## config.mk

```make
export PLATFORM = sky130hd
export DESIGN_NAME = video_pattern_gen
export DESIGN_NICKNAME = d
export VERILOG_FILES = /design/src/rtl/video_timing_pkg.sv /design/src/rtl/video_timing_core.sv /design/src/rtl/video_pattern_gen.sv
export SDC_FILE = /design/constraint.sdc
export NUM_CORES = 1
export LEC_CHECK = 0
export ABC_AREA = 1
export ABC_CLOCK_PERIOD_IN_PS = 9480
export CAP_MARGIN = 20
export CORE_MARGIN = 3
export CORE_UTILIZATION = 55
export CTS_CLUSTER_DIAMETER = 150
export DETAILED_ROUTE_END_ITERATION = 10
export PLACE_DENSITY = 0.92
export SYNTH_ARGS = -nofsm -noshare
export SYNTH_HDL_FRONTEND = slang
export SYNTH_HIERARCHICAL = 1
export SYNTH_SLANG_ARGS = --single-unit
```

## constraint.sdc

```tcl
create_clock -name clk -period 9.48 [get_ports clk]
set_input_delay 1.896 -clock clk [delete_from_list [all_inputs] [get_ports clk]]
set_output_delay 1.896 -clock clk [all_outputs]
set_load 0.01 [all_outputs]
```

## src/rtl/video_timing_pkg.sv

```systemverilog
// Shared types and default 800x600 timing for the test-pattern video source.
package video_timing_pkg;

  typedef enum logic [1:0] {
    PAT_HRAMP = 2'd0,
    PAT_VRAMP = 2'd1,
    PAT_BARS  = 2'd2,
    PAT_CHECK = 2'd3
  } pat_e;

  typedef enum logic {
    ST_IDLE = 1'b0,
    ST_RUN  = 1'b1
  } state_e;

  localparam int DEF_H_SYNC  = 128;
  localparam int DEF_H_BACK  = 88;
  localparam int DEF_H_DISP  = 800;
  localparam int DEF_H_FRONT = 40;
  localparam int DEF_V_SYNC  = 4;
  localparam int DEF_V_BACK  = 23;
  localparam int DEF_V_DISP  = 600;
  localparam int DEF_V_FRONT = 1;

  function automatic int max_int(input int a, input int b);
    return (a > b) ? a : b;
  endfunction

endpackage

```

## src/rtl/video_timing_core.sv

```systemverilog
// Frame sequencer: begin edge detect, sticky stop, RUN/IDLE FSM and the
// column/row counters that every other output is derived from.
module video_timing_core
  import video_timing_pkg::*;
#(
  parameter int H_SYNC  = DEF_H_SYNC,
  parameter int H_BACK  = DEF_H_BACK,
  parameter int H_DISP  = DEF_H_DISP,
  parameter int H_FRONT = DEF_H_FRONT,
  parameter int V_SYNC  = DEF_V_SYNC,
  parameter int V_BACK  = DEF_V_BACK,
  parameter int V_DISP  = DEF_V_DISP,
  parameter int V_FRONT = DEF_V_FRONT,
  localparam int H_TOTAL = H_SYNC + H_BACK + H_DISP + H_FRONT,
  localparam int V_TOTAL = V_SYNC + V_BACK + V_DISP + V_FRONT,
  localparam int CW      = $clog2(H_TOTAL),
  localparam int RW      = $clog2(V_TOTAL)
) (
  input  logic          clk,
  input  logic          rst,
  input  logic          vout_begin,
  input  logic          vout_stop,
  input  logic          cont_mode,
  output logic [CW-1:0] col,
  output logic [RW-1:0] row,
  output logic          run,
  output logic          active,
  output logic          frame_start,
  output logic          frame_end
);

  localparam logic [CW-1:0] H_LAST  = CW'(H_TOTAL - 1);
  localparam logic [RW-1:0] V_LAST  = RW'(V_TOTAL - 1);
  localparam logic [CW-1:0] H_BEG_C = CW'(H_SYNC + H_BACK);
  localparam logic [CW-1:0] H_END_C = CW'(H_SYNC + H_BACK + H_DISP - 1);
  localparam logic [RW-1:0] V_BEG_C = RW'(V_SYNC + V_BACK);
  localparam logic [RW-1:0] V_END_C = RW'(V_SYNC + V_BACK + V_DISP - 1);

  state_e        state_reg, state_next;
  logic [CW-1:0] col_reg;
  logic [RW-1:0] row_reg;
  logic          begin_d_reg;
  logic          cont_reg;
  logic          stop_pend_reg;
  logic          begin_edge;
  logic          at_end;
  logic          h_act, v_act;

  assign begin_edge = vout_begin & ~begin_d_reg;
  assign at_end     = (col_reg == H_LAST) && (row_reg == V_LAST);
  assign h_act      = (col_reg >= H_BEG_C) && (col_reg <= H_END_C);
  assign v_act      = (row_reg >= V_BEG_C) && (row_reg <= V_END_C);

  always_ff @(posedge clk or posedge rst) begin
    if (rst) begin
      state_reg <= ST_IDLE;
    end else begin
      state_reg <= state_next;
    end
  end

  // A begin edge seen while running is deliberately not looked at.
  always_comb begin
    state_next = state_reg;
    case (state_reg)
      ST_IDLE: if (begin_edge) state_next = ST_RUN;
      ST_RUN:  if (at_end && !(cont_reg && !stop_pend_reg)) state_next = ST_IDLE;
      default: state_next = ST_IDLE;
    endcase
  end

  always_comb begin
    run         = (state_reg == ST_RUN);
    frame_start = run && (col_reg == '0) && (row_reg == '0);
    frame_end   = run && at_end;
    active      = run && h_act && v_act;
  end

  always_ff @(posedge clk or posedge rst) begin
    if (rst) begin
      col_reg <= '0;
      row_reg <= '0;
    end else if (run) begin
      if (col_reg == H_LAST) begin
        col_reg <= '0;
        row_reg <= (row_reg == V_LAST) ? '0 : row_reg + 1'b1;
      end else begin
        col_reg <= col_reg + 1'b1;
      end
    end else begin
      col_reg <= '0;
      row_reg <= '0;
    end
  end

  // Stop is only heard while running, so a stop arriving with begin in IDLE is lost.
  always_ff @(posedge clk or posedge rst) begin
    if (rst) begin
      begin_d_reg   <= 1'b0;
      cont_reg      <= 1'b0;
      stop_pend_reg <= 1'b0;
    end else begin
      begin_d_reg <= vout_begin;
      if (frame_start) begin
        cont_reg <= cont_mode;
      end
      if (!run || (state_next == ST_IDLE)) begin
        stop_pend_reg <= 1'b0;
      end else if (vout_stop) begin
        stop_pend_reg <= 1'b1;
      end
    end
  end

  assign col = col_reg;
  assign row = row_reg;

endmodule

```

## src/rtl/video_pattern_gen.sv

```systemverilog
// Hardware video source: timing core plus test-pattern datapath, with all
// sync, pixel and marker outputs registered one cycle behind the counters.
module video_pattern_gen
  import video_timing_pkg::*;
#(
  parameter int H_SYNC   = DEF_H_SYNC,
  parameter int H_BACK   = DEF_H_BACK,
  parameter int H_DISP   = DEF_H_DISP,
  parameter int H_FRONT  = DEF_H_FRONT,
  parameter int V_SYNC   = DEF_V_SYNC,
  parameter int V_BACK   = DEF_V_BACK,
  parameter int V_DISP   = DEF_V_DISP,
  parameter int V_FRONT  = DEF_V_FRONT,
  parameter int CH       = 3,
  parameter int DW       = 8,
  parameter bit SYNC_POL = 1'b1,
  localparam int H_TOTAL = H_SYNC + H_BACK + H_DISP + H_FRONT,
  localparam int V_TOTAL = V_SYNC + V_BACK + V_DISP + V_FRONT,
  localparam int CW      = $clog2(H_TOTAL),
  localparam int RW      = $clog2(V_TOTAL)
) (
  input  logic                   clk,
  input  logic                   rst,
  input  logic                   vout_begin,
  input  logic                   vout_stop,
  input  logic                   cont_mode,
  input  logic [1:0]             pat_sel,
  output logic                   vout_vsync,
  output logic                   vout_hsync,
  output logic                   vout_valid,
  output logic [CH-1:0][DW-1:0]  vout_dat,
  output logic                   vout_sof,
  output logic                   vout_eol,
  output logic                   vout_done,
  output logic                   vout_busy,
  output logic [15:0]            frame_cnt,
  output logic [15:0]            vout_xres,
  output logic [15:0]            vout_yres
);

  localparam int H_OFF = H_SYNC + H_BACK;
  localparam int V_OFF = V_SYNC + V_BACK;
  // x must be wide enough for the bar divide across the whole line.
  localparam int XW    = max_int(max_int(DW, 4), CW);
  localparam int YW    = max_int(DW, 4);
  localparam int BAR_W = max_int(H_DISP / 8, 1);

  localparam logic [CW-1:0] H_SYNC_C = CW'(H_SYNC);
  localparam logic [RW-1:0] V_SYNC_C = RW'(V_SYNC);
  localparam logic [CW-1:0] H_OFF_C  = CW'(H_OFF);
  localparam logic [RW-1:0] V_OFF_C  = RW'(V_OFF);
  localparam logic [CW-1:0] H_EOL_C  = CW'(H_OFF + H_DISP - 1);

  logic [CW-1:0]         col;
  logic [RW-1:0]         row;
  logic                  run, active, frame_start, frame_end;
  pat_e                  pat_reg;
  logic [XW-1:0]         x, bar_q;
  logic [YW-1:0]         y;
  logic [2:0]            bar_idx;
  logic [DW-1:0]         hramp, vramp, check_px;
  logic [CH-1:0][DW-1:0] pix_next;

  logic                  hsync_reg, vsync_reg, valid_reg;
  logic                  sof_reg, eol_reg, done_reg, busy_reg;
  logic [CH-1:0][DW-1:0] dat_reg;
  logic [15:0]           frame_cnt_reg;

  video_timing_core #(
    .H_SYNC  (H_SYNC),
    .H_BACK  (H_BACK),
    .H_DISP  (H_DISP),
    .H_FRONT (H_FRONT),
    .V_SYNC  (V_SYNC),
    .V_BACK  (V_BACK),
    .V_DISP  (V_DISP),
    .V_FRONT (V_FRONT)
  ) u_core (
    .clk         (clk),
    .rst         (rst),
    .vout_begin  (vout_begin),
    .vout_stop   (vout_stop),
    .cont_mode   (cont_mode),
    .col         (col),
    .row         (row),
    .run         (run),
    .active      (active),
    .frame_start (frame_start),
    .frame_end   (frame_end)
  );

  always_ff @(posedge clk or posedge rst) begin
    if (rst) begin
      pat_reg <= PAT_HRAMP;
    end else if (frame_start) begin
      pat_reg <= pat_e'(pat_sel);
    end
  end

  // Coordinates are only meaningful inside the active window; outside it they wrap.
  assign x        = XW'(col) - XW'(H_OFF);
  assign y        = YW'(row) - YW'(V_OFF);
  assign bar_q    = x / XW'(BAR_W);
  assign bar_idx  = (bar_q > XW'(7)) ? 3'd7 : bar_q[2:0];
  assign hramp    = x[DW-1:0];
  assign vramp    = y[DW-1:0];
  assign check_px = {DW{x[3] ^ y[3]}};

  for (genvar gi = 0; gi < CH; gi++) begin : g_ch
    assign pix_next[gi] = (pat_reg == PAT_HRAMP) ? hramp :
                          (pat_reg == PAT_VRAMP) ? vramp :
                          (pat_reg == PAT_BARS)  ? {DW{bar_idx[gi % 3]}} :
                                                   check_px;
  end

  always_ff @(posedge clk or posedge rst) begin
    if (rst) begin
      hsync_reg     <= ~SYNC_POL;
      vsync_reg     <= ~SYNC_POL;
      valid_reg     <= 1'b0;
      dat_reg       <= '0;
      sof_reg       <= 1'b0;
      eol_reg       <= 1'b0;
      done_reg      <= 1'b0;
      busy_reg      <= 1'b0;
      frame_cnt_reg <= '0;
    end else begin
      hsync_reg <= (run && (col < H_SYNC_C)) ? SYNC_POL : ~SYNC_POL;
      vsync_reg <= (run && (row < V_SYNC_C)) ? SYNC_POL : ~SYNC_POL;
      valid_reg <= active;
      dat_reg   <= active ? pix_next : '0;
      sof_reg   <= active && (col == H_OFF_C) && (row == V_OFF_C);
      eol_reg   <= active && (col == H_EOL_C);
      done_reg  <= frame_end;
      busy_reg  <= run;
      if (frame_end) begin
        frame_cnt_reg <= frame_cnt_reg + 16'd1;
      end
    end
  end

  assign vout_hsync = hsync_reg;
  assign vout_vsync = vsync_reg;
  assign vout_valid = valid_reg;
  assign vout_dat   = dat_reg;
  assign vout_sof   = sof_reg;
  assign vout_eol   = eol_reg;
  assign vout_done  = done_reg;
  assign vout_busy  = busy_reg;
  assign frame_cnt  = frame_cnt_reg;
  assign vout_xres  = 16'(H_DISP);
  assign vout_yres  = 16'(V_DISP);

endmodule

```

==> impl_metrics.yaml <==
critical_path:
  arrival_ps: 4080
  path_max_fanout: 15
  slowest_stage: "dfrtp_1"
  end_kind: "flop"
  worstPathRequired_ps: 9700
  path_common_cell: "nand2_4"
  cp-start-kind: "flop"
  crit_chain: "ha_1, inv_1, nand3_1, nor2_4, inv_1, nand2_1, nand3_1, nand2_4, nand3_4, nand2_4, nand2_4, nand2_4, nand2_1, nand2_1, nand3_1, nand3_2, nand2_2, nand3_1, nand2_1, nor2_1, nand3_2, nand2_4, a21oi_2"
  critPathMaxStageDelay_ps: 730
  r2r_cells: 23
  path_class: "flop to flop"
logic_synthesis:
  ys_dominant_reg_cell: "dfrtp_1"
  synthCells: 650
  synth-seq-area-share: 0.3692
  synth_xor_area_frac: 0.03841
  synthMuxAreaShare: 0
  synthAdderAreaFrac: 0.02494
  synth_cell_type_count: 43
  avgSynthCellArea_um2: 7.717
  yosysWarningCount: 6
  synth_edf_count: 0
  async_flop_share: 1.000
  syn_area_um2: 5016
  synth_seq_cells: 74
  synth_compound_area_frac: 0.08481
  synth_top_family_by_area: "simple AND/OR/NAND/NOR gates"
  post_synth_and_or_nand_nor_area_fraction: 0.3507
clocking:
  post_cts_buffers: 0
  htreeDepth: 3
  cts-buffers-inserted: 9
  insertion_delay_ps: 360
  clock-sinks: 74
  cts_resized: 0
  cts_root_buffer: "clkbuf_8"
  path_clk_slew_ps: 90
  clk_path_buf_depth: 2
  cts_tree: "done"
  cts_hold_buf: 0
sta:
  slew_violations: 0
  rsz0062_at_grt: "no"
  fin_ws_ps: 5614
  slew_headroom: 0.3230
  hold_viol: 0
  timing.final.crit_period_ps: 3866
  fin_worst_skew_ps: 12.46
  setup_viol: 0
  tightest_slew_ps: 1008
  fin_crit_sh: 0.4078
  fin_tns_setup_ps: 0
  fmaxAchievable_ghz: 0.2587
detailed_routing:
  vias: 4507
  post_drt_wl_per_cell_um: 14.46
  drt_first_iter_violations: 401
  wl_mm: 11.84
  drc: 0
  avgViaCountPerCell: 5.503
  final_antenna_net_count: 0
  drtPass1Iterations: 5
cells_and_area:
  fin_nets: 723
  stdcell_count: 819
  syn_to_final_growth_pct: 14.39
  drive_gt1_frac: 0.1406
  largest_reg_flops: 24
  n_antenna_cell: 0
global_route:
  grt_usage: 0.2349
  gr-total-overflow: 0
  grt_pass1_vias: 4179
  antenna_found_initial: 0
  grt_max_degree: 50
  grt_pass1_wl_mm: 19.40
run_status:
  status: "finished, final reports clean"
pwr:
  powerDensity_nw_per_um2: 301.5
  vdd_ir_drop_max_uv: 195.2
  p_leak_nw: 2.858
  p_total_mw: 1.730
floorplanning:
  die_h_um: 101.5
  fp-row-count: 34
  start_util: 0.5696
  die_w_um: 101.5
  die_area_um2: 10300
  coreArea_um2: 8806
  pin_count: 86
place:
  place.gp.congestion: 0.8955
  io_buffers: 53
  place_inst: 802
  post-dp-hpwl_mm: 9.019
  place_ws_ps: 5695
worst_hold_path:
  hp-class: "flop to flop"
  whs_path_depth: 1
run:
  maxCapViolations: 0
stage by stage:
stage | utilization | instance area, um2 | hold slack, ps
finish | 0.6516 | 5738 | 484.5
floorplan | - | 5129 | 449.2
CTS | 0.6493 | 5718 | 487.6
global placement | 0.6259 | 5512 | 458.0
global route | 0.6516 | 5738 | 502.6
detailed placement | 0.6259 | 5512 | 469.2
cells in the mapped netlist (all sizes together) (2+ instances only):
library cell | count | area, um2
nand2 | 154 | 729.4
inv | 97 | 366.6
nor2 | 78 | 362.9
dfrtp | 74 | 1852
nand3 | 57 | 345.3
buf | 35 | 267.8
o21ai | 29 | 171.4
nand4 | 28 | 196.4
a21oi | 25 | 158.9
nor3 | 17 | 85.08
xor2 | 15 | 131.4
ha | 10 | 125.1
xnor2 | 7 | 61.31
o211ai | 5 | 47.54
clkbuf | 4 | 15.01
nor4 | 3 | 18.77
o32ai | 3 | 26.28
a31oi | 2 | 12.51
conb | 2 | 7.510
worst max-delay path: cells and delay by family, from the launching register on:
kind / cells / cell delay, ps
fa+ha+maj: 1 / 380
simple gates: 19 / 2220
flops: 1 / 730
compound gates: 1 / 70
buf+inv: 2 / 320
power by group:
part	total [mW]	switching, mW	internal, mW
Combinational	1.07	0.737	0.335
Clock	0.259	0.133	0.126
Sequential	0.400	0.0609	0.339
Total	1.73	0.930	0.800
routing by layer:
metal | vias up | global-route usage | part of all wire
met5 | - | 0 | 0
met4 | 0 | 0.07669 | 0.024
met3 | 35 | 0.04339 | 0.073
met2 | 224 | 0.4024 | 0.50
met1 | 2100 | 0.3000 | 0.40
li1 | 2148 | - | -
cell usage in the layout, fill, tap and decap left out, types with 2 or more instances in the layout:
| cell | count |
|---|---|
| nand2_1 | 123 |
| inv_1 | 84 |
| dfrtp_1 | 74 |
| nor2_1 | 67 |
| clkdlybuf4s50_1 | 53 |
| nand3_1 | 48 |
| conb_1 | 32 |
| nand4_1 | 26 |
| o21ai_0 | 19 |
| nand2_2 | 18 |
| nor3_1 | 17 |
| a21oi_1 | 16 |
| xor2_1 | 15 |
| nand2_4 | 12 |
| inv_2 | 12 |
| ha_1 | 10 |
| a21oi_2 | 9 |
| clkbuf_8 | 9 |
| xnor2_1 | 7 |
| nand3_2 | 7 |
| nor2_2 | 6 |
| o21ai_1 | 5 |
| o21ai_2 | 4 |
| nor4_1 | 3 |
| o211ai_1 | 3 |
| nor2_4 | 3 |
| o32ai_1 | 3 |
| inv_6 | 3 |
| nand3_4 | 2 |
| nor2_8 | 2 |
| o211ai_2 | 2 |
| clkinvlp_4 | 2 |
| a31oi_1 | 2 |
cell families after synthesis:
logic type | Yosys count
AO/OA/AOI/OAI | 65
other | 2
adder cells (fa/ha/maj) | 10
XOR/XNOR | 22
AND/OR/NAND/NOR | 340
flip-flops | 74
buffers and inverters | 137
final cells by class:
type | instances | area, um2
flip-flops and latches | 74 | 1852
clock buffers | 9 | 123.9
fillers | 680 | 3068
inverters | 98 | 371.6
well taps | 108 | 135.1
multi-input cells | 469 | 2623
clock inverters | 7 | 82.58
repair buffers | 54 | 550.5
final timing paths:
kind | start | to | slack, ps
hold / removal | frame_cnt[15] | frame_cnt[15] | 480
setup reg to reg | u_core/col[3] | vout_dat[4] | 5610
hold reg to reg | frame_cnt[15] | frame_cnt[15] | 480
min in group asynchronous | rst | frame_cnt[4] | 1760
setup / recovery | u_core/col[3] | vout_dat[4] | 5610
max in group asynchronous | rst | u_core/col[8] | 6750
No activity file was read; power rests on OpenSTA's default activity.
